**src/rtl/v_block_pwm.sv**
```systemverilog
// v_block_pwm: per-zone-row backlight PWM enable, clocked once per line.
// Tracks which zone row the vertical scan is on and compares the in-row
// line phase against that row's duty from a double-buffered duty table.
// The active bank swaps only at frame start, so a frame never mixes duties.
// Optional build macro: V_BLOCK_PWM_MIN_DUTY_EN applies a MIN_DUTY floor
// to every row's duty. When it is undefined, duty 0 keeps the row dark.
module v_block_pwm #(
  parameter int unsigned V_ACTIVE_START = 37,
  parameter int unsigned BLOCK_LINES    = 72,
  parameter int unsigned NUM_ROWS       = 15,
  parameter int unsigned MIN_DUTY       = 4
) (
  input  logic        iHSYNC_clk,
  input  logic        iRST_n,
  input  logic [11:0] iV_Count,
  input  logic [6:0]  iV_Block_Duty_Count,
  input  logic        iDuty_we,
  input  logic [3:0]  iDuty_addr,
  input  logic [6:0]  iDuty_data,
  output logic [3:0]  oRow_Index,
  output logic        oRow_Valid,
  output logic        oPWM,
  output logic        oFrame_Done
);

`ifdef V_BLOCK_PWM_MIN_DUTY_EN
  localparam bit FLOOR_EN = 1'b1;
`else
  localparam bit FLOOR_EN = 1'b0;
`endif

  localparam logic [11:0] V_START     = 12'(V_ACTIVE_START);
  localparam logic [6:0]  LAST_PHASE  = 7'(BLOCK_LINES - 1);
  localparam logic [6:0]  DUTY_CEIL   = 7'(BLOCK_LINES);
  localparam logic [6:0]  DUTY_FLOOR  = FLOOR_EN ? 7'(MIN_DUTY) : 7'd0;
  localparam logic [3:0]  LAST_ROW    = 4'(NUM_ROWS - 1);
  localparam logic [4:0]  NUM_ROWS_W  = 5'(NUM_ROWS);

  typedef enum logic [1:0] {
    S_IDLE = 2'd0,
    S_SCAN = 2'd1,
    S_DONE = 2'd2
  } state_t;

  state_t      state_q;
  logic [3:0]  row_q;
  logic        valid_q;
  logic        pwm_q;
  logic        done_q;

  // Duty storage: two banks, ptr_q selects the one being displayed.
  logic [6:0]  bank_q [2][NUM_ROWS];
  logic [6:0]  bank_d [2][NUM_ROWS];
  logic        ptr_q;
  logic        ptr_d;

  logic        frame_start;
  logic        wr_ok;
  logic [6:0]  stored_duty;
  logic [6:0]  floored_duty;
  logic [6:0]  eff_duty;
  logic        pwm_hit;
  logic        last_phase;

  assign frame_start = (iV_Count == '0);
  assign wr_ok       = iDuty_we && ({1'b0, iDuty_addr} < NUM_ROWS_W);
  assign last_phase  = (iV_Block_Duty_Count == LAST_PHASE);

  // Bank swap at frame start, then refresh the new shadow from the new
  // active bank so rows not rewritten this frame keep their duty. A write
  // on the frame-start edge targets the new shadow and overrides the copy.
  always_comb begin
    bank_d = bank_q;
    ptr_d  = ptr_q;
    if (frame_start) begin
      ptr_d         = ~ptr_q;
      bank_d[ptr_q] = bank_q[~ptr_q];
    end
    if (wr_ok) begin
      for (int unsigned r = 0; r < NUM_ROWS; r++) begin
        if (iDuty_addr == 4'(r)) begin
          bank_d[~ptr_d][r] = iDuty_data;
        end
      end
    end
  end

  // Duty table register file and bank pointer.
  always_ff @(posedge iHSYNC_clk or negedge iRST_n) begin
    if (!iRST_n) begin
      bank_q <= '{default: '0};
      ptr_q  <= 1'b0;
    end else begin
      bank_q <= bank_d;
      ptr_q  <= ptr_d;
    end
  end

  // Effective duty of the row being scanned: optional floor, then clamp.
  always_comb begin
    stored_duty = '0;
    for (int unsigned r = 0; r < NUM_ROWS; r++) begin
      if (row_q == 4'(r)) begin
        stored_duty = bank_q[ptr_q][r];
      end
    end
    floored_duty = (stored_duty < DUTY_FLOOR) ? DUTY_FLOOR : stored_duty;
    eff_duty     = (floored_duty > DUTY_CEIL) ? DUTY_CEIL : floored_duty;
    pwm_hit      = (iV_Block_Duty_Count < eff_duty);
  end

  // Row scan FSM with registered outputs; frame start overrides every state.
  always_ff @(posedge iHSYNC_clk or negedge iRST_n) begin
    if (!iRST_n) begin
      state_q <= S_IDLE;
      row_q   <= '0;
      valid_q <= 1'b0;
      pwm_q   <= 1'b0;
      done_q  <= 1'b0;
    end else begin
      done_q <= 1'b0;
      if (frame_start) begin
        state_q <= S_IDLE;
        row_q   <= '0;
        valid_q <= 1'b0;
        pwm_q   <= 1'b0;
      end else begin
        unique case (state_q)
          S_IDLE: begin
            valid_q <= 1'b0;
            pwm_q   <= 1'b0;
            if (iV_Count == V_START) begin
              state_q <= S_SCAN;
              row_q   <= '0;
              valid_q <= 1'b1;
            end
          end
          S_SCAN: begin
            if (iV_Count < V_START) begin
              state_q <= S_IDLE;
              row_q   <= '0;
              valid_q <= 1'b0;
              pwm_q   <= 1'b0;
            end else begin
              valid_q <= 1'b1;
              pwm_q   <= pwm_hit;
              if (last_phase) begin
                if (row_q == LAST_ROW) begin
                  state_q <= S_DONE;
                  valid_q <= 1'b0;
                  pwm_q   <= 1'b0;
                  done_q  <= 1'b1;
                end else begin
                  row_q <= row_q + 4'd1;
                end
              end
            end
          end
          S_DONE: begin
            row_q   <= LAST_ROW;
            valid_q <= 1'b0;
            pwm_q   <= 1'b0;
          end
          default: begin
            state_q <= S_IDLE;
            row_q   <= '0;
            valid_q <= 1'b0;
            pwm_q   <= 1'b0;
          end
        endcase
      end
    end
  end

  assign oRow_Index  = row_q;
  assign oRow_Valid  = valid_q;
  assign oPWM        = pwm_q;
  assign oFrame_Done = done_q;

endmodule

```
**config.mk**
```make
export PLATFORM = sky130hd
export DESIGN_NAME = v_block_pwm
export DESIGN_NICKNAME = d
export VERILOG_FILES = /design/src/rtl/v_block_pwm.sv
export SDC_FILE = /design/constraint.sdc
export NUM_CORES = 1
export LEC_CHECK = 0
export CORE_AREA = 2 2 197 161
export DETAILED_ROUTE_END_ITERATION = 8
export DIE_AREA = 0 0 199 163
export DONT_BUFFER_PORTS = 1
export GPL_ROUTABILITY_DRIVEN = 1
export PLACE_DENSITY = 0.7
export SETUP_SLACK_MARGIN = 0.3
export SLEW_MARGIN = 20
export SYNTH_ARGS = -nofsm -noshare
export SYNTH_HDL_FRONTEND = slang
export SYNTH_SLANG_ARGS = --single-unit
```
**constraint.sdc**
```tcl
create_clock -name iHSYNC_clk -period 3.9 [get_ports iHSYNC_clk]
set_input_delay 0.975 -clock iHSYNC_clk [delete_from_list [all_inputs] [get_ports iHSYNC_clk]]
set_output_delay 0.975 -clock iHSYNC_clk [all_outputs]
set_load 0.01 [all_outputs]
```
* After elaboration in Yosys (flattened, before gate mapping)
Cells that the tools add are included. Widths: inputs -> output; s select.
Cells by class: $add $sub $neg 1, magnitude comparators 10, equal/unequal tests 37, muxes and demuxes 131, bitwise operators 5, reduce and logical (&&, ||, !) cells 9
Operator list (number):
- $mux 210 | 31
- $bwmux 210 | 16
- $demux 105 s1 | 16
- $mux 105 | 8
- $mux 7 | 18
- $mux 98 | 1
- $mux 91 | 1
- $mux 84 | 1
- $mux 77 | 1
- $mux 70 | 1
- $mux 63 | 1
- $eq 4x4->1 const B | 14
- $mux 56 | 1
- $mux 49 | 1
- $mux 42 | 1
- $mux 35 | 1
- $eq 4x3->1 const B | 8
- $mux 28 | 1
- $mux 21 | 1
- $mux 4 | 5
- $eq 4x2->1 const B | 4
- $mux 1 | 16
- $mux 14 | 1
- $eq 12x6->1 const B | 1
- 27 further kinds | 43
Storage, ports and cells: flip-flop bits (word level) 220, bits of input ports 33, output and inout port bits 7, word-level logic and storage cells 229

* Longest topological paths before layout
Gate-level depths: netlist of run 1.
depth in word-level cells 53, gate-level depth with buffers 19, gate-level depth less buffers 17

* Worst setup path after synthesis of run 1
OpenSTA, ideal clock, no wires.
path type register to register, start register row_q[0], in the netlist oRow_Index[0], end register pwm_q, in the netlist oPWM, library setup time 94 ps, arrival 3436 ps, required time 3806 ps, setup slack 370 ps, stages on the path, launching flop included 17, path buffers 1, clock period less this slack 3530 ps, path through dfrtp_1 inv_1 ha_1 clkbuf_1 o311ai_0 o221ai_1 a221oi_2 a31oi_1 a31o_1 ha_1 a21o_1 a21o_1 a21oi_1 nor2b_1 o21ai_0 nand3_1 a211oi_1
Between the ends: word-level cells in the longest chain between the ends 26, elaborated cells between the ends (all ways) 40, classes of those cells order compare: 3; eq/ne: 14; mux: 22; reduce/logical: 1
Ends and longest elaborated chain:
- start, declared | line 46 | logic [3:0] row_q;
- start signal, assigned | line 154 | row_q <= row_q + 4'd1;
- $logic_not 4->1 | line 103 | if (row_q == 4'(r)) begin
- $mux 7 (15 in a row) | line 103
- $lt 7x1->1 | line 107 | floored_duty = (stored_duty < DUTY_FLOOR) ? DUTY_FLOOR : stored_duty;
- $mux 7 | line 107
- $gt 7x7->1 | line 108 | eff_duty = (floored_duty > DUTY_CEIL) ? DUTY_CEIL : floored_duty;
- $mux 7 | line 108
- $lt 7x7->1 | line 109 | pwm_hit = (iV_Block_Duty_Count < eff_duty);
- $mux 1 | line 148 | if (row_q == LAST_ROW) begin
- $mux 1 * | line 147 | if (last_phase) begin
- $mux 1 * | line 139 | if (iV_Count < V_START) begin
- $mux 1 * | line 128 | unique case (state_q)
- $mux 1 * | line 122 | if (frame_start) begin
- end signal, assigned | line 146 | pwm_q <= pwm_hit;
- end, declared | line 48 | logic pwm_q;
Every way passes the cells marked *; elsewhere a longest branch is shown, timed or not. A chain may end at the register's enable or synchronous reset.

* Worst setup path after layout of run 1
start register ptr_q, end register pwm_q, in the netlist oPWM
Between the ends: word-level cells in the longest chain between the ends 29
Ends and longest elaborated chain:
- start, declared | line 54 | logic ptr_q;
- start signal, assigned | line 95 | ptr_q <= ptr_d;
- $not 1->2 (implied by the code) * | line 104 | stored_duty = bank_q[ptr_q][r];
- $mux 105 (implied by the code) * (3 in a row) | line 104
- $mux 7 (14 in a row) | line 103
- $mux 7 * | line 103
- $lt 7x1->1 | line 107
- $mux 7 * | line 107
- $gt 7x7->1 | line 108
- $mux 7 * | line 108
- $lt 7x7->1 * | line 109
- $mux 1 | line 148
- $mux 1 * | line 147
- $mux 1 * | line 139
- $mux 1 * | line 128
- $mux 1 * | line 122
Every way passes the cells marked *; elsewhere a longest branch is shown, timed or not. The select of a mux whose other input is x is not followed.

==> results of run 1 <==
[registers in the layout (all words and copies together) (netlist names)]
signal / cells
oFrame_Done: 1
bank_q: 210
oRow_Index: 4
oRow_Valid: 1
oPWM: 1
ptr_q: 1
state_q: 2
[metal layers]
| layer | vias to the layer above | part of all wire (%) | GRT usage, % | wire, um |
|---|---|---|---|---|
| met3 | 93 | 12 | 8.055 | 5348 |
| met2 | 709 | 42 | 39.56 | 19140 |
| li1 | 5885 | - | - | - |
| met5 | - | 0 | 0 | 0 |
| met4 | 0 | 2.2 | 6.309 | 1011 |
| met1 | 6212 | 43 | 40.13 | 19600 |
[logic make-up (layout without fill, tap and decap cells)]
kind of cell	after synthesis	in the layout	synth area share (%)
AND/OR/NAND/NOR	659	659	21.85
AO/OA/AOI/OAI	459	459	23.04
flip-flops	220	220	41.65
buffers and inverters	126	136	4.080
multiplexers	104	104	8.075
adder cells (fa/ha/maj)	13	13	1.231
XOR/XNOR	1	1	0.06628
[worst paths after layout]
path / start / end / slack [ps] / cells past startpoint
max: ptr_q$_DFF_PN0_ / oPWM$_DFF_PN0_ / 300 / 14
min: iRST_n / bank_q[40]$_DFF_PN0_ / 140 / 0
max reg2reg: ptr_q$_DFF_PN0_ / oPWM$_DFF_PN0_ / 300 / 14
min reg2reg: bank_q[123]$_DFF_PN0_ / bank_q[123]$_DFF_PN0_ / 570 / 2
max in group asynchronous: iRST_n / bank_q[196]$_DFF_PN0_ / 3370 / 0
min in group iHSYNC_clk: bank_q[123]$_DFF_PN0_ / bank_q[123]$_DFF_PN0_ / 570 / 2
[per-stage QoR]
stage	cell area [sq um]	setup slack (ps)
2_1_floorplan	13220	370.1
3_3_place_gp	13850	153.5
3_5_place_dp	13850	33.49
4_1_cts	14810	312.8
5_1_grt	15060	158.4
6_report	15060	300.2
[cells in the final DEF, fill, tap and decap left out, types with 5 or more instances in the layout]
cell type	n
mux2i_1	78
clkbuf_1	6
mux2_2	21
o21ai_1	6
a31oi_1	6
buf_4	78
clkbuf_16	27
ha_1	10
o211ai_1	6
o21ai_0	35
o221ai_1	7
nor3_1	113
a22oi_1	5
nor2_1	359
nor2b_1	8
or3_1	15
and3b_1	5
a211oi_1	107
dfrtp_1	215
buf_12	7
nand3_1	21
nand2_1	95
nand3b_1	7
and3_1	5
o22ai_1	223
a21oi_2	12
a21oi_1	20
[critical path: stages (launching register included)]
cell and delay [ps]:
dfrtp_4 570, buf_8 180, mux2i_4 300, o22ai_1 100
o211ai_1 260, a31oi_2 170, a311oi_2 360, a31oi_2 180
a2111o_1 310, ha_1 280, nand4_1 90, nor2_1 200
a21boi_0 210, o311a_1 220, a211oi_2 50
[power breakdown]
part | internal, mW | switching [mW]
Clock | 1.36 | 0.949
Combinational | 1.08 | 0.988
Sequential | 2.95 | 0.692
Total | 5.39 | 2.63
[what timing repair did]
item	CTS	global route
resized for setup	27	30
gates cloned	0	2
buffers inserted	13	11
pin swaps	4	13
setup endpoints to repair	1	1
[cell type report]
type,count,area (sq um)
fillers,2881,15640
multi-input cells,1236,7377
flip-flops and latches,220,5514
repair buffers,92,852.1
clock buffers,35,703.2
well taps,420,525.5
clock inverters,2,60.06
inverters,7,26.28
==> impl_metrics.tcl, run 1 <==
set metrics [dict create \
    status "completed" \
    cts_buffer_depth 3 \
    min_path_type "primary input to asynchronous set/reset pin" \
    utilization_pct 49.05 \
    clk_pin_slew_ps 70 \
    power_density_mw_per_mm2 532.5 \
    synth_common_cells "nor2_1, o22ai_1, dfrtp_1" \
    worstSkewPairLatency_ps 550 \
    synth_top_area_share_pct 41.65 \
    synth_cell_types 57 \
    yosysWarnings 0 \
    areaGrowthSynthToFinish_pct 13.94 \
    fin_crit_ps 3600 \
    path_class "flip-flop to flip-flop" \
    drtIter0Drc 1652 \
    htreeDepth 1 \
    cts_made_buffers 24 \
    grt_start_max_net_pins 221 \
    drive_gt1_share_pct 12.75 \
    cts_root_buf "clkbuf_16" \
    dr.pass1.iters 6 \
    dp_hpwl_um 29360 \
    slew_viol_final 0 \
    tritoncts "done" \
    die_h_um 163 \
    synth_area_leader_cell "dfrtp_1" \
    fin_crit_sh_pct 92.30 \
    cp-start-kind "flip-flop" \
    grt_use_total_pct 27.37 \
    crit_path_end_kind "flip-flop" \
    synthArstFlopShare_pct 100.0 \
    synth_ff_type "dfrtp_1" \
    gr-total-overflow 0 \
    syn_area_sq_mm 0.01322 \
    fin_total_pwr_mw 8.018 \
    cp.required_ps 4320 \
    syn_area_per_cell_sq_um 8.354 \
    dp_cells 1949 \
    via_count 12900 \
    die_area_sq_mm 0.03244 \
    syn_inst 1582 \
    antenna_cells 0 \
    wl_um 45100 \
    cap_violations 0 \
    max-vdd-ir-drop_v 0.0004082 \
    viasPerCell 6.411 \
    synth.most_common_cell "nor2_1" \
    ios 40 \
    synth_area_leaders "dfrtp_1, o22ai_1, nor2_1" \
    p_leak_nw 5.875 \
    port-buffer-count 0 \
    routabilityCongestion 0.9522 \
    cts_hold_buf 0 \
    syn-num-nets 1628 \
    antenna_found_initial 0 \
    finalHoldViolations 0 \
    final_cells 2012 \
    ys_seq_area_share_pct 41.65 \
    antenna_left 0 \
    synth-seq-cells 220 \
    fmax_mhz 277.8 \
    drc 0 \
    clock_skew_ps 15.00 \
    grt_pass1_vias 11930 \
    die_w_um 199 \
    setup_tns_ps 0 \
    maxSlewHeadroom_pct 44.31 \
    synth_edf_count 0 \
    rsz0062_at_grt "yes" \
    setup_viol 0 \
    nNetsFinal 1627 \
    worst_slew_pin_slew_ps 828.9 \
    arrival_ps 4020 \
    cts_sinks 220 \
    core-area_sq_mm 0.03070 \
    crit_path_max_fanout 8 \
    initial_core_util_pct 43.05 \
    rows 58 \
    wire_per_inst_um 22.41 \
    grt_first_pass_wirelength_um 69040 \
    holdWs_ps 143.1 \
]
(Power assumes the default switching activity.)
==> run 2: changes to the inputs <==
CAP_MARGIN = 20   (was not set)
CORE_AREA = 2 2 261 211   (was 2 2 197 161)
DIE_AREA = 0 0 263 213   (was 0 0 199 163)
PLACE_DENSITY = 0.5   (was 0.7)
==> impl_metrics.tcl, run 2 (synthesis results as in run 1) <==
set metrics [dict create \
    finalHoldViolations 0 \
    slowest_stage "dfrtp_4" \
    grt_first_pass_wirelength_um 76240 \
    rows 76 \
    crit_chain "buf_12, mux2i_4, buf_4, o22ai_1, o211ai_1, a31oi_2, a311oi_2, a31oi_4, a31o_1, ha_1, a21o_1, a21o_1, a21oi_1, nor2b_1, o21ai_1, nand3_1, a211oi_2" \
    crit_path_end_kind "flip-flop" \
    cp_top_family "compound AO/OA/AOI/OAI gates" \
    antenna_left 0 \
    tritoncts "done" \
    ios 40 \
    largest_reg_flops 210 \
    die_area_sq_mm 0.05602 \
    clk_pin_slew_ps 70 \
    rsz0062_at_grt "yes" \
    cts_buffer_depth 3 \
    port-buffer-count 0 \
    rr_endpoint "oPWM$_DFF_PN0_" \
    final_cells 2316 \
    slew_viol_final 0 \
    path_class "flip-flop to flip-flop" \
    dp_slack_ps 9.385 \
    worst_slew_pin_slew_ps 726.7 \
    status "completed" \
    largest_register "bank_q" \
    wl_um 49540 \
    maxSlewHeadroom_pct 51.45 \
    regToRegSetupSlack_ps 320 \
    reg2reg_from "ptr_q$_DFF_PN0_" \
    layout_setup_ws_ps 322.2 \
    cts_sinks 220 \
    viasPerCell 5.552 \
    cp-start-kind "flip-flop" \
    met2_usage_pct 25.26 \
    grt_busiest_layer "met1" \
    die_h_um 213 \
    initial_core_util_pct 24.73 \
    slowest_delay_ps 460 \
    htreeDepth 1 \
    dr.pass1.iters 6 \
    utilization_pct 29.17 \
    rr_worst_depth 17 \
    crit_path_max_fanout 5 \
    wire_per_inst_um 21.39 \
    routabilityCongestion 0.8890 \
    cts_made_buffers 26 \
    grt_pass1_vias 12160 \
    met1_usage_pct 26.81 \
    nNetsFinal 1643 \
    fmax_mhz 279.5 \
    die_w_um 263 \
    drive_gt1_share_pct 13.75 \
    max-vdd-ir-drop_v 0.0003143 \
    power_density_mw_per_mm2 531.3 \
    fin_crit_sh_pct 91.74 \
    min_path_type "primary input to asynchronous set/reset pin" \
    dp_cells 2256 \
    path_buf_inv 2 \
    grt_use_total_pct 17.36 \
    drc 0 \
    clock_skew_ps 34.92 \
    antenna_cells 0 \
    cts_root_buf "clkbuf_16" \
    cap_violations 0 \
    cp.required_ps 4370 \
    setup_viol 0 \
    via_count 12860 \
    areaGrowthSynthToFinish_pct 17.93 \
    use_met3_pct 2.918 \
    crit_top_cell "a21o_1" \
    fin_crit_ps 3578 \
    layout_common_cells "nor2_1, o22ai_1, dfrtp_1" \
    grt_start_max_net_pins 221 \
    fin_total_pwr_mw 8.280 \
    worstSkewPairLatency_ps 570 \
    final_common_cell "nor2_1" \
    antenna_found_initial 0 \
    drtIter0Drc 1351 \
    gr-total-overflow 0 \
    p_leak_nw 5.959 \
    arrival_ps 4040 \
    setup_tns_ps 0 \
    core-area_sq_mm 0.05344 \
    dp_hpwl_um 32720 \
]
[run 2: cell types whose count changed in the layout (fill, tap and decap cells not counted), sizes merged]
cell,change
buf,+15
clkbuf,+3
clkinv,+3
inv,+1
[run 2: area by class of cell]
cell class	count	area, sq um
clock buffers	39	769.5
clock inverters	6	97.59
fillers	5666	37860
inverters	7	28.78
multi-input cells	1236	7372
flip-flops and latches	220	5512
well taps	702	878.3
repair buffers	106	928.4
[run 2: timing repair]
action                     4_1_cts  5_1_grt
gates resized for setup         13       37
pin swaps                        6        7
cloned                           0        1
setup buffers                    7        7
hold buffers                     0        0
setup endpoints to repair        1        1
[run 2: worst max path at each step]
stage / end / start / cells past startpoint / slack [ps]
6_report: oPWM$_DFF_PN0_ / ptr_q$_DFF_PN0_ / 17 / 320
5_1_grt: oPWM$_DFF_PN0_ / oRow_Index[1]$_DFFE_PN0P_ / 18 / 160
4_1_cts: oPWM$_DFF_PN0_ / oRow_Index[0]$_DFFE_PN0P_ / 17 / 300
3_5_place_dp: oPWM$_DFF_PN0_ / oRow_Index[0]$_DFFE_PN0P_ / 17 / 9
3_3_place_gp: oPWM$_DFF_PN0_ / oRow_Index[0]$_DFFE_PN0P_ / 17 / 60
2_1_floorplan: oPWM$_DFF_PN0_ / oRow_Index[0]$_DFFE_PN0P_ / 16 / 370
[run 2: routing by layer]
layer | wire (um) | vias up
met2 | 20830 | 504
li1 | - | 5912
met4 | 879 | 0
met1 | 24020 | 6380
met3 | 3809 | 63
met5 | 0 | -
[run 2: stage by stage]
stage          hold slack [ps]  instance area [sq um]
5_1_grt                  114.2                  15590
3_5_place_dp             550.5                  14380
3_3_place_gp             541.3                  14380
2_1_floorplan            517.1                  13220
6_report                 138.7                  15590
4_1_cts                  117.8                  15370
[run 2: where the power goes]
| group | switching, mW | internal, mW | leakage (nW) | total (mW) |
|---|---|---|---|---|
| Combinational | 1.04 | 1.11 | 2.88 | 2.15 |
| Sequential | 0.651 | 2.95 | 2.65 | 3.60 |
| Clock | 1.04 | 1.49 | 0.427 | 2.53 |
==> run 3: changes to the inputs <==
CORE_AREA = 2 2 177 144   (was 2 2 261 211)
DIE_AREA = 0 0 179 146   (was 0 0 263 213)
PLACE_DENSITY = 0.82   (was 0.5)
==> impl_metrics.tcl, run 3 (synthesis results as in run 1) <==
set metrics [dict create \
    status "completed" \
    grt_use_total_pct 33.23 \
    fin_crit_sh_pct 93.60 \
    final_common_cell "nor2_1" \
    htreeDepth 1 \
    viasPerCell 7.017 \
    reg2reg_from "oRow_Index[0]$_DFFE_PN0P_" \
    core-area_sq_mm 0.02418 \
    dr.pass1.iters 5 \
    fmax_mhz 274.0 \
    drive_gt1_share_pct 11.84 \
    cp-start-kind "flip-flop" \
    tritoncts "done" \
    largest_reg_flops 210 \
    via_count 13310 \
    power_density_mw_per_mm2 546.5 \
    regToRegSetupSlack_ps 250 \
    die_h_um 146 \
    path_class "flip-flop to flip-flop" \
    antenna_found_initial 0 \
    maxSlewHeadroom_pct 46.40 \
    port-buffer-count 0 \
    ios 40 \
    finalHoldViolations 0 \
    die_area_sq_mm 0.02613 \
    crit_path_max_fanout 7 \
    layout_setup_ws_ps 249.7 \
    arrival_ps 4100 \
    fin_total_pwr_mw 8.065 \
    rr_worst_depth 16 \
    cp.required_ps 4350 \
    clk_pin_slew_ps 70 \
    dp_hpwl_um 28770 \
    drtIter0Drc 1793 \
    max-vdd-ir-drop_v 0.0003915 \
    cts_hold_buf 0 \
    cts_made_buffers 23 \
    drc 0 \
    gr-total-overflow 0 \
    cap_violations 0 \
    layout_common_cells "nor2_1, o22ai_1, dfrtp_1" \
    cts_root_buf "clkbuf_16" \
    dp_slack_ps 89.64 \
    largest_register "bank_q" \
    antenna_cells 0 \
    worstSkewPairLatency_ps 530 \
    min_path_type "primary input to asynchronous set/reset pin" \
    setup_viol 0 \
    fin_crit_ps 3650 \
    grt_start_max_net_pins 221 \
    rows 51 \
    areaGrowthSynthToFinish_pct 11.66 \
    clock_skew_ps 20.75 \
    setup_tns_ps 0 \
    cts_buffer_depth 3 \
    slew_viol_final 0 \
    p_leak_nw 5.752 \
    initial_core_util_pct 54.65 \
    crit_path_end_kind "flip-flop" \
    worst_slew_pin_slew_ps 798.6 \
    antenna_left 0 \
    rsz0062_at_grt "yes" \
    rr_endpoint "oPWM$_DFF_PN0_" \
    die_w_um 179 \
    grt_first_pass_wirelength_um 69060 \
    routabilityCongestion 0.9616 \
    cts_sinks 220 \
    wire_per_inst_um 23.25 \
    wl_um 44100 \
    grt_pass1_vias 12150 \
    nNetsFinal 1613 \
]
==> run 3: cell type report <==
class,count,area (sq um)
inverter,7,26.28
clock inverter,9,152.6
sequential,220,5513
tap,318,397.9
multi-input combinational,1236,7352
timing repair buffer,79,691.9
fill,2040,9427
clock buffer,28,624.3
==> run 3: power by group <==
| group | total [mW] | switching (mW) | internal, mW |
|---|---|---|---|
| clock network | 2.34 | 0.946 | 1.40 |
| logic | 2.09 | 1.02 | 1.07 |
| registers | 3.63 | 0.685 | 2.95 |
| total | 8.07 | 2.65 | 5.41 |
==> run 3: worst max-delay path, cell delays in order (launching register included) <==
cell and delay (ps):
dfrtp_1 440, buf_6 150, ha_4 160, or4b_4 600
o22ai_2 190, o2111ai_1 150, o2111ai_1 190, a31oi_1 210
a2111o_1 380, ha_1 190, a21o_1 170, a21o_1 160
a21oi_2 110, nor2b_1 50, o21ai_1 120, nand3_1 100
a211oi_2 210
==> run 3: timing repair <==
item / in CTS / in global routing
gates resized for setup: 12 / 29
pin swaps: 4 / 19
setup buffers: 9 / 7
endpoints found under the setup margin: 1 / 1
cloned: 0 / 0
==> run 3: worst max-delay path by stage <==
stage / endpoint / depth (start not counted) / slack, ps / startpoint
after floorplan: oPWM$_DFF_PN0_ / 16 / 370 / oRow_Index[0]$_DFFE_PN0P_
after global placement: oPWM$_DFF_PN0_ / 17 / 80 / ptr_q$_DFF_PN0_
after detailed placement: oPWM$_DFF_PN0_ / 17 / 90 / oRow_Index[1]$_DFFE_PN0P_
after CTS: oPWM$_DFF_PN0_ / 17 / 300 / oRow_Index[1]$_DFFE_PN0P_
after global routing: oPWM$_DFF_PN0_ / 17 / 90 / oRow_Index[0]$_DFFE_PN0P_
final: oPWM$_DFF_PN0_ / 16 / 250 / oRow_Index[0]$_DFFE_PN0P_
==> run 3: per-stage QoR <==
stage	area, sq um	util [%]	hold WS (ps)	cells
detailed placement	13660	56.50	554.4	1844
finish	14760	61.02	139.9	1897
global route	14760	61.02	125.1	1897
floorplan	13220	-	517.1	1582
CTS	14590	60.31	134.7	1890
global placement	13660	56.50	541.7	1844
==> run 3: metal layers <==
layer,vias up,wire [um],global-route usage [%]
met3,136,5833,8.882
met1,6357,18020,50.01
met5,-,0,0
met4,0,1454,10.12
li1,5845,-,-
met2,974,18790,46.33
